===== src/rtl/control_pkg.sv =====
// Shared types and encodings for the multicycle controller: FSM states,
// opcodes, ALU operations, datapath mux codes and the control-word bundle.
package control_pkg;

    typedef enum logic [2:0] {
        S_RESET  = 3'd0,
        S_FETCH  = 3'd1,
        S_DECODE = 3'd2,
        S_EXEC   = 3'd3,
        S_MEM    = 3'd4,
        S_WB     = 3'd5,
        S_HALT   = 3'd7
    } state_e;

    typedef enum logic [3:0] {
        CL_ALU, CL_ADDI, CL_LW, CL_SW, CL_BEQ, CL_J, CL_JAL,
        CL_JR, CL_IN, CL_OUT, CL_HALT, CL_ILLEGAL
    } iclass_e;

    localparam logic [5:0] OP_ADD  = 6'd0;
    localparam logic [5:0] OP_SUB  = 6'd1;
    localparam logic [5:0] OP_AND  = 6'd2;
    localparam logic [5:0] OP_OR   = 6'd3;
    localparam logic [5:0] OP_ADDI = 6'd4;
    localparam logic [5:0] OP_LW   = 6'd5;
    localparam logic [5:0] OP_SW   = 6'd6;
    localparam logic [5:0] OP_BEQ  = 6'd7;
    localparam logic [5:0] OP_J    = 6'd8;
    localparam logic [5:0] OP_JAL  = 6'd9;
    localparam logic [5:0] OP_JR   = 6'd10;
    localparam logic [5:0] OP_IN   = 6'd11;
    localparam logic [5:0] OP_OUT  = 6'd12;
    localparam logic [5:0] OP_HALT = 6'd63;

    localparam logic [3:0] ALU_ADD    = 4'd0;
    localparam logic [3:0] ALU_SUB    = 4'd1;
    localparam logic [3:0] ALU_AND    = 4'd2;
    localparam logic [3:0] ALU_OR     = 4'd3;
    localparam logic [3:0] ALU_PASS_A = 4'd4;

    localparam logic [1:0] MS_PC    = 2'd0;
    localparam logic [1:0] MS_SP    = 2'd1;
    localparam logic [1:0] MS_COMP  = 2'd2;
    localparam logic [2:0] PC_INC   = 3'd0;
    localparam logic [2:0] PC_ZEXT  = 3'd1;
    localparam logic [2:0] PC_RA    = 3'd2;
    localparam logic [2:0] PC_BEQ   = 3'd3;
    localparam logic [1:0] SB_SHELLEY = 2'd0;
    localparam logic [1:0] SB_SEXT    = 2'd1;
    localparam logic [1:0] SB_LS      = 2'd2;
    localparam logic [1:0] MSRC_ALU = 2'd0;
    localparam logic [1:0] MSRC_MEM = 2'd1;
    localparam logic [1:0] MSRC_IO  = 2'd2;
    localparam logic       RA_PC    = 1'b1;
    localparam logic [2:0] MD_IO    = 3'd1;

    typedef struct packed {
        logic       mem_write;
        logic       pc_write;
        logic       sp_write;
        logic       inst_write;
        logic       mary_write;
        logic       shelley_write;
        logic       comp_write;
        logic       ra_write;
        logic [1:0] mem_src;
        logic [2:0] mem_dst;
        logic [2:0] pc_src;
        logic [1:0] sp_src;
        logic [1:0] mary_src;
        logic [1:0] shelley_src;
        logic       ra_src;
        logic       src_a;
        logic [1:0] src_b;
        logic [3:0] alu_op;
    } ctrl_t;

endpackage


===== src/rtl/control_decode.sv =====
// Combinational opcode decoder: maps the 6-bit opcode to an instruction class
// and, for register-register ALU ops, the ALU operation code.
module control_decode
    import control_pkg::*;
(
    input  logic [5:0] opcode_i,
    output iclass_e    iclass_o,
    output logic [3:0] alu_op_o
);

    always_comb begin
        iclass_o = CL_ILLEGAL;
        alu_op_o = ALU_ADD;
        case (opcode_i)
            OP_ADD:  begin iclass_o = CL_ALU; alu_op_o = ALU_ADD; end
            OP_SUB:  begin iclass_o = CL_ALU; alu_op_o = ALU_SUB; end
            OP_AND:  begin iclass_o = CL_ALU; alu_op_o = ALU_AND; end
            OP_OR:   begin iclass_o = CL_ALU; alu_op_o = ALU_OR;  end
            OP_ADDI: iclass_o = CL_ADDI;
            OP_LW:   iclass_o = CL_LW;
            OP_SW:   iclass_o = CL_SW;
            OP_BEQ:  iclass_o = CL_BEQ;
            OP_J:    iclass_o = CL_J;
            OP_JAL:  iclass_o = CL_JAL;
            OP_JR:   iclass_o = CL_JR;
            OP_IN:   iclass_o = CL_IN;
            OP_OUT:  iclass_o = CL_OUT;
            OP_HALT: iclass_o = CL_HALT;
            default: iclass_o = CL_ILLEGAL;
        endcase
    end

endmodule


===== src/rtl/multicycle_control_unit.sv =====
// Multicycle FSM controller for the processor datapath; every control line is
// registered and reflects the state currently held in state_dbg.
module multicycle_control_unit
    import control_pkg::*;
#(
    parameter int unsigned RESET_PC_CYCLES = 1,
    parameter logic        HALT_ON_ILLEGAL = 1'b1
)(
    input  logic        clock,
    input  logic        reset,
    input  logic [15:0] instruction,
    input  logic        overflow,
    output logic        MemWrite,
    output logic        PCWrite,
    output logic        SPWrite,
    output logic        InstWrite,
    output logic        mary_write,
    output logic        shelley_write,
    output logic        comp_write,
    output logic        ra_write,
    output logic [1:0]  MemSrc,
    output logic [2:0]  MemDst,
    output logic [2:0]  PCSrc,
    output logic [1:0]  SPSrc,
    output logic [1:0]  mary_src,
    output logic [1:0]  shelley_src,
    output logic        ra_src,
    output logic        SrcA,
    output logic [1:0]  SrcB,
    output logic [3:0]  AluOp,
    output logic        halted,
    output logic        illegal,
    output logic        overflow_sticky,
    output logic [2:0]  state_dbg
);

    localparam logic [1:0] RST_LAST = 2'(RESET_PC_CYCLES - 1);

    state_e     state_q, state_d;
    ctrl_t      ctrl_q, ctrl_d;
    logic [1:0] rst_cnt_q;
    logic       illegal_q, ovf_q;
    iclass_e    iclass;
    logic [3:0] alu_op;
    logic       alu_class;
    logic       unused_imm;

    control_decode u_decode (
        .opcode_i (instruction[15:10]),
        .iclass_o (iclass),
        .alu_op_o (alu_op)
    );

    assign alu_class  = (iclass == CL_ALU) || (iclass == CL_ADDI);
    assign unused_imm = ^instruction[9:1];

    always_comb begin
        state_d = state_q;
        case (state_q)
            S_RESET:  if (rst_cnt_q == RST_LAST) state_d = S_FETCH;
            S_FETCH:  state_d = S_DECODE;
            S_DECODE: begin
                case (iclass)
                    CL_HALT:    state_d = S_HALT;
                    CL_ILLEGAL: state_d = HALT_ON_ILLEGAL ? S_HALT : S_FETCH;
                    default:    state_d = S_EXEC;
                endcase
            end
            S_EXEC: begin
                case (iclass)
                    CL_ALU, CL_ADDI: state_d = S_WB;
                    CL_LW, CL_SW:    state_d = S_MEM;
                    default:         state_d = S_FETCH;
                endcase
            end
            S_MEM:   state_d = (iclass == CL_LW) ? S_WB : S_FETCH;
            S_WB:    state_d = S_FETCH;
            S_HALT:  state_d = S_HALT;
            default: state_d = S_RESET;
        endcase
    end

    // Control word for the state being entered, so it is registered alongside it.
    always_comb begin
        ctrl_d = '0;
        case (state_d)
            S_FETCH: begin
                ctrl_d.mem_src    = MS_PC;
                ctrl_d.inst_write = 1'b1;
                ctrl_d.pc_write   = 1'b1;
                ctrl_d.pc_src     = PC_INC;
            end
            S_EXEC: begin
                case (iclass)
                    CL_ALU: begin
                        ctrl_d.src_b  = SB_SHELLEY;
                        ctrl_d.alu_op = alu_op;
                    end
                    CL_ADDI: begin
                        ctrl_d.src_b  = SB_SEXT;
                        ctrl_d.alu_op = ALU_ADD;
                    end
                    CL_LW, CL_SW: begin
                        ctrl_d.src_b      = SB_LS;
                        ctrl_d.alu_op     = ALU_ADD;
                        ctrl_d.comp_write = 1'b1;
                    end
                    CL_BEQ: begin
                        // Datapath qualifies the PC write with ALU zero under PC_BEQ.
                        ctrl_d.alu_op   = ALU_PASS_A;
                        ctrl_d.pc_src   = PC_BEQ;
                        ctrl_d.pc_write = 1'b1;
                    end
                    CL_J: begin
                        ctrl_d.pc_write = 1'b1;
                        ctrl_d.pc_src   = PC_ZEXT;
                    end
                    CL_JAL: begin
                        ctrl_d.pc_write = 1'b1;
                        ctrl_d.pc_src   = PC_ZEXT;
                        ctrl_d.ra_write = 1'b1;
                        ctrl_d.ra_src   = RA_PC;
                    end
                    CL_JR: begin
                        ctrl_d.pc_write = 1'b1;
                        ctrl_d.pc_src   = PC_RA;
                    end
                    CL_IN: begin
                        ctrl_d.mary_src   = MSRC_IO;
                        ctrl_d.mary_write = 1'b1;
                    end
                    CL_OUT: begin
                        ctrl_d.mem_dst   = MD_IO;
                        ctrl_d.mem_write = 1'b1;
                    end
                    default: ctrl_d = '0;
                endcase
            end
            S_MEM: begin
                ctrl_d.mem_src   = MS_COMP;
                ctrl_d.mem_write = (iclass == CL_SW);
            end
            S_WB: begin
                if (instruction[0]) begin
                    ctrl_d.shelley_write = 1'b1;
                    ctrl_d.shelley_src   = (iclass == CL_LW) ? MSRC_MEM : MSRC_ALU;
                end else begin
                    ctrl_d.mary_write = 1'b1;
                    ctrl_d.mary_src   = (iclass == CL_LW) ? MSRC_MEM : MSRC_ALU;
                end
            end
            default: ctrl_d = '0;
        endcase
    end

    always_ff @(posedge clock) begin
        if (reset) begin
            state_q   <= S_RESET;
            ctrl_q    <= '0;
            rst_cnt_q <= '0;
            illegal_q <= 1'b0;
            ovf_q     <= 1'b0;
        end else begin
            state_q <= state_d;
            ctrl_q  <= ctrl_d;
            if (state_q == S_RESET) rst_cnt_q <= rst_cnt_q + 2'd1;
            if (state_q == S_DECODE && iclass == CL_ILLEGAL) illegal_q <= 1'b1;
            if (state_q == S_EXEC && alu_class && overflow) ovf_q <= 1'b1;
        end
    end

    assign MemWrite        = ctrl_q.mem_write;
    assign PCWrite         = ctrl_q.pc_write;
    assign SPWrite         = ctrl_q.sp_write;
    assign InstWrite       = ctrl_q.inst_write;
    assign mary_write      = ctrl_q.mary_write;
    assign shelley_write   = ctrl_q.shelley_write;
    assign comp_write      = ctrl_q.comp_write;
    assign ra_write        = ctrl_q.ra_write;
    assign MemSrc          = ctrl_q.mem_src;
    assign MemDst          = ctrl_q.mem_dst;
    assign PCSrc           = ctrl_q.pc_src;
    assign SPSrc           = ctrl_q.sp_src;
    assign mary_src        = ctrl_q.mary_src;
    assign shelley_src     = ctrl_q.shelley_src;
    assign ra_src          = ctrl_q.ra_src;
    assign SrcA            = ctrl_q.src_a;
    assign SrcB            = ctrl_q.src_b;
    assign AluOp           = ctrl_q.alu_op;
    assign halted          = (state_q == S_HALT);
    assign illegal         = illegal_q;
    assign overflow_sticky = ovf_q;
    assign state_dbg       = state_q;

endmodule


===== config.mk =====
export PLATFORM = sky130hd
export DESIGN_NAME = multicycle_control_unit
export DESIGN_NICKNAME = d
export VERILOG_FILES = /design/src/rtl/control_pkg.sv /design/src/rtl/control_decode.sv /design/src/rtl/multicycle_control_unit.sv
export SDC_FILE = /design/constraint.sdc
export NUM_CORES = 1
export LEC_CHECK = 0
export ABC_AREA = 1
export CORE_ASPECT_RATIO = 0.9
export CORE_MARGIN = 2
export CORE_UTILIZATION = 42
export DETAILED_ROUTE_END_ITERATION = 16
export GPL_TIMING_DRIVEN = 0
export PLACE_DENSITY = 0.79
export SETUP_SLACK_MARGIN = 0.1
export SLEW_MARGIN = 20
export SYNTH_ARGS = -nofsm -noshare
export SYNTH_HDL_FRONTEND = slang
export SYNTH_HIERARCHICAL = 1
export SYNTH_SLANG_ARGS = --single-unit

===== constraint.sdc =====
create_clock -name clock -period 1.95 [get_ports clock]
set_input_delay 0.39 -clock clock [delete_from_list [all_inputs] [get_ports clock]]
set_output_delay 0.39 -clock clock [all_outputs]
set_load 0.01 [all_outputs]

==> metrics.csv <==
metric,value,unit
synth_area,1340,sq um
drcViolationCount,0,
numCtsBuffers,3,
synth_compound_area_share,5.34,%
design_area,1880,sq um
synth_mux_area_share,0,%
antenna_cells,0,
synth-simple-area-share,38.1,%
wl,2.66,mm
ir_drop,0.803,mV
rsz0062_at_grt,no,
layout.nets,258,
ys_seq_area_share,39.0,%
core,3040,sq um
critPathLaunchType,primary input,
htree_num_levels,1,
cap_violations,0,
antenna_found_initial,0,
totalPowerFinal,1.69,mW
clock_latency,320,ps
num_vias,1217,
min_period,1680,ps
crit_arrival,1940,ps
postPlaceCellArea,1780,sq um
numPortBuffers,36,
path_class,in2reg,
via_per_inst,4.36,
die_w,63.4,microns
path_clk_slew,130,ps
cts_root_buf,clkbuf_4,
grt_pass1_wl,4.55,mm
met1_usage,17.2,%
pwr_density_cell,901,nW/um^2
post-dp-hpwl,2.07,mm
leakage,0.891,nW
clock-sinks,26,
synth_top_family_by_area,simple AND/OR/NAND/NOR gates,
fin_cells,279,
gp_congestion,0.786,
period_share,86.2,%
use_met3,4.34,%
fill_cells,292,
die_area,3650,sq um
busiest_layer,met2,
drtIter0Drc,34,
whs,418,ps
drive_above_1_share,27.8,%
drt_pass1_iterations,4,
ys_ff_latch,26,
dp_slack,-588,ps
syn2layout_area_growth,40.5,%
synthXorXnorAreaFrac,0,%
hold_viol_final,0,
post-place-cells,273,
ant_nets,0,
critPathRequiredTime,2210,ps
fin_ws,268,ps
row_count,19,
ys_warn_count,6,
synthAdderAreaFrac,0.937,%
setup_viol,0,
synthCells,186,
wl_per_cell,9.53,microns
grt_pass1_vias,1146,
hold_class,in2reg,
status,finished clean,
synth.distinct_cells,25,
grt_max_degree,16,
ioPinCount,55,
grt_usage,15.7,%
cts_tree,done,
worst-path-max-fanout,7,
die_h,57.5,microns
avgSynthCellArea,7.18,sq um
clockBufferDepth,2,
initial_utilization,43.9,%
worst_clock_skew,14.4,ps
slew_viol_final,0,
overflow,0,
max_freq,0.595,GHz
grt_util_met2,30.1,%
cp-end-kind,register,
-- Yosys cell counts, drive strengths merged --
master | count | share of area, %
nand4 | 3 | 1.4
a21oi | 4 | 1.5
o211ai | 1 | 0.56
buf | 13 | 7.3
inv | 30 | 8.4
and3 | 1 | 0.47
ha | 1 | 0.94
nand2 | 36 | 13
conb | 2 | 0.56
nor3 | 2 | 0.75
dfxtp | 26 | 39
a21boi | 2 | 1.1
clkinv | 1 | 0.28
nor2 | 46 | 17
nand3 | 12 | 5.2
nand3b | 1 | 0.56
o21ai | 5 | 2.2
-- per-stage QoR --
stage | utilization, % | setup TNS (ps)
floorplan | - | 0
global placement | 58.6 | -9830
detailed placement | 58.6 | -10330
CTS | 61.6 | 0
global route | 61.6 | 0
finish | 61.6 | 0
-- power by group --
part | switching [mW] | internal, mW | total, mW
Clock | 0.156 | 0.208 | 0.364
Combinational | 0.404 | 0.262 | 0.666
Sequential | 0.0477 | 0.613 | 0.661
Total | 0.608 | 1.08 | 1.69
-- flip-flops by register name, indices dropped and copies added (netlist names) --
register         flops
AluOp                4
InstWrite            1
MemDst               1
MemSrc               1
MemWrite             1
PCSrc                2
PCWrite              1
SrcB                 1
comp_write           1
illegal              1
mary_src             2
mary_write           1
overflow_sticky      1
ra_src               1
rst_cnt_q            2
shelley_src          1
shelley_write        1
state_dbg            3
-- worst paths after layout --
path                        start      endpoint  slack, ps  depth (start not counted)
setup reg to reg     rst_cnt_q[0]      PCSrc[1]        640                         10
hold reg to reg      rst_cnt_q[1]  rst_cnt_q[1]        470                          2
hold / removal    instruction[11]      AluOp[1]        420                          5
setup / recovery  instruction[15]      PCSrc[1]        270                         13
-- placed cells by master (no fill, tap or decap), types with 5 or more instances in the layout --
| cell type | n |
|---|---|
| buf_4 | 14 |
| clkbuf_2 | 6 |
| clkdlybuf4s50_1 | 29 |
| conb_1 | 11 |
| dfxtp_1 | 23 |
| inv_1 | 22 |
| inv_2 | 8 |
| nand2_1 | 27 |
| nand2_2 | 5 |
| nand3_1 | 9 |
| nor2_1 | 29 |
| nor2_2 | 12 |
-- layer usage --
layer  share of wire, %  wire length, microns  vias to the layer above
li1                   -                     -                      647
met4               0.60                    16                        0
met5                  0                     0                        -
met2                 49                  1300                       37
met3                5.4                   143                        2
met1                 45                  1200                      531
-- what timing repair did --
action | CTS | global route
hold buffers | 0 | 0
endpoints found under the setup margin | 21 | 18
setup buffers | 1 | 1
gates cloned | 0 | 0
gates resized for setup | 22 | 18
pin swaps | 4 | 8
-- worst max-delay path, cell delays in order --
cell and delay, ps:
clkbuf_2 120, nor2_4 200, buf_6 120, a21oi_1 60
nor2_2 200, nor2_1 120, nand2_1 120, nand2_1 70
nand2_1 100, nand2_4 100, nor2_8 130, nand2_4 100
nor2_2 100
-- logic make-up after synthesis --
kind of cell               count (synthesis)
and+or+nand+nor                          101
buffers and inverters                     44
DFF                                       26
AOI/OAI and AO/OA                         12
other                                      2
adders and majority gates                  1
-- final cells by class --
| class | count | area [sq um] | share of cell area [%] |
|---|---|---|---|
| flip-flops and latches | 26 | 532 | 28.4 |
| repair buffers | 38 | 348 | 18.5 |
| clock buffers | 3 | 22.5 | 1.20 |
| inverters | 31 | 116 | 6.20 |
| multi-input cells | 125 | 677 | 36.1 |
| plain buffers | 13 | 97.6 | 5.20 |
| well taps | 42 | 52.6 | 2.80 |
| clock inverters | 1 | 30.0 | 1.60 |
Note: power is estimated with default switching activity, not from simulation.
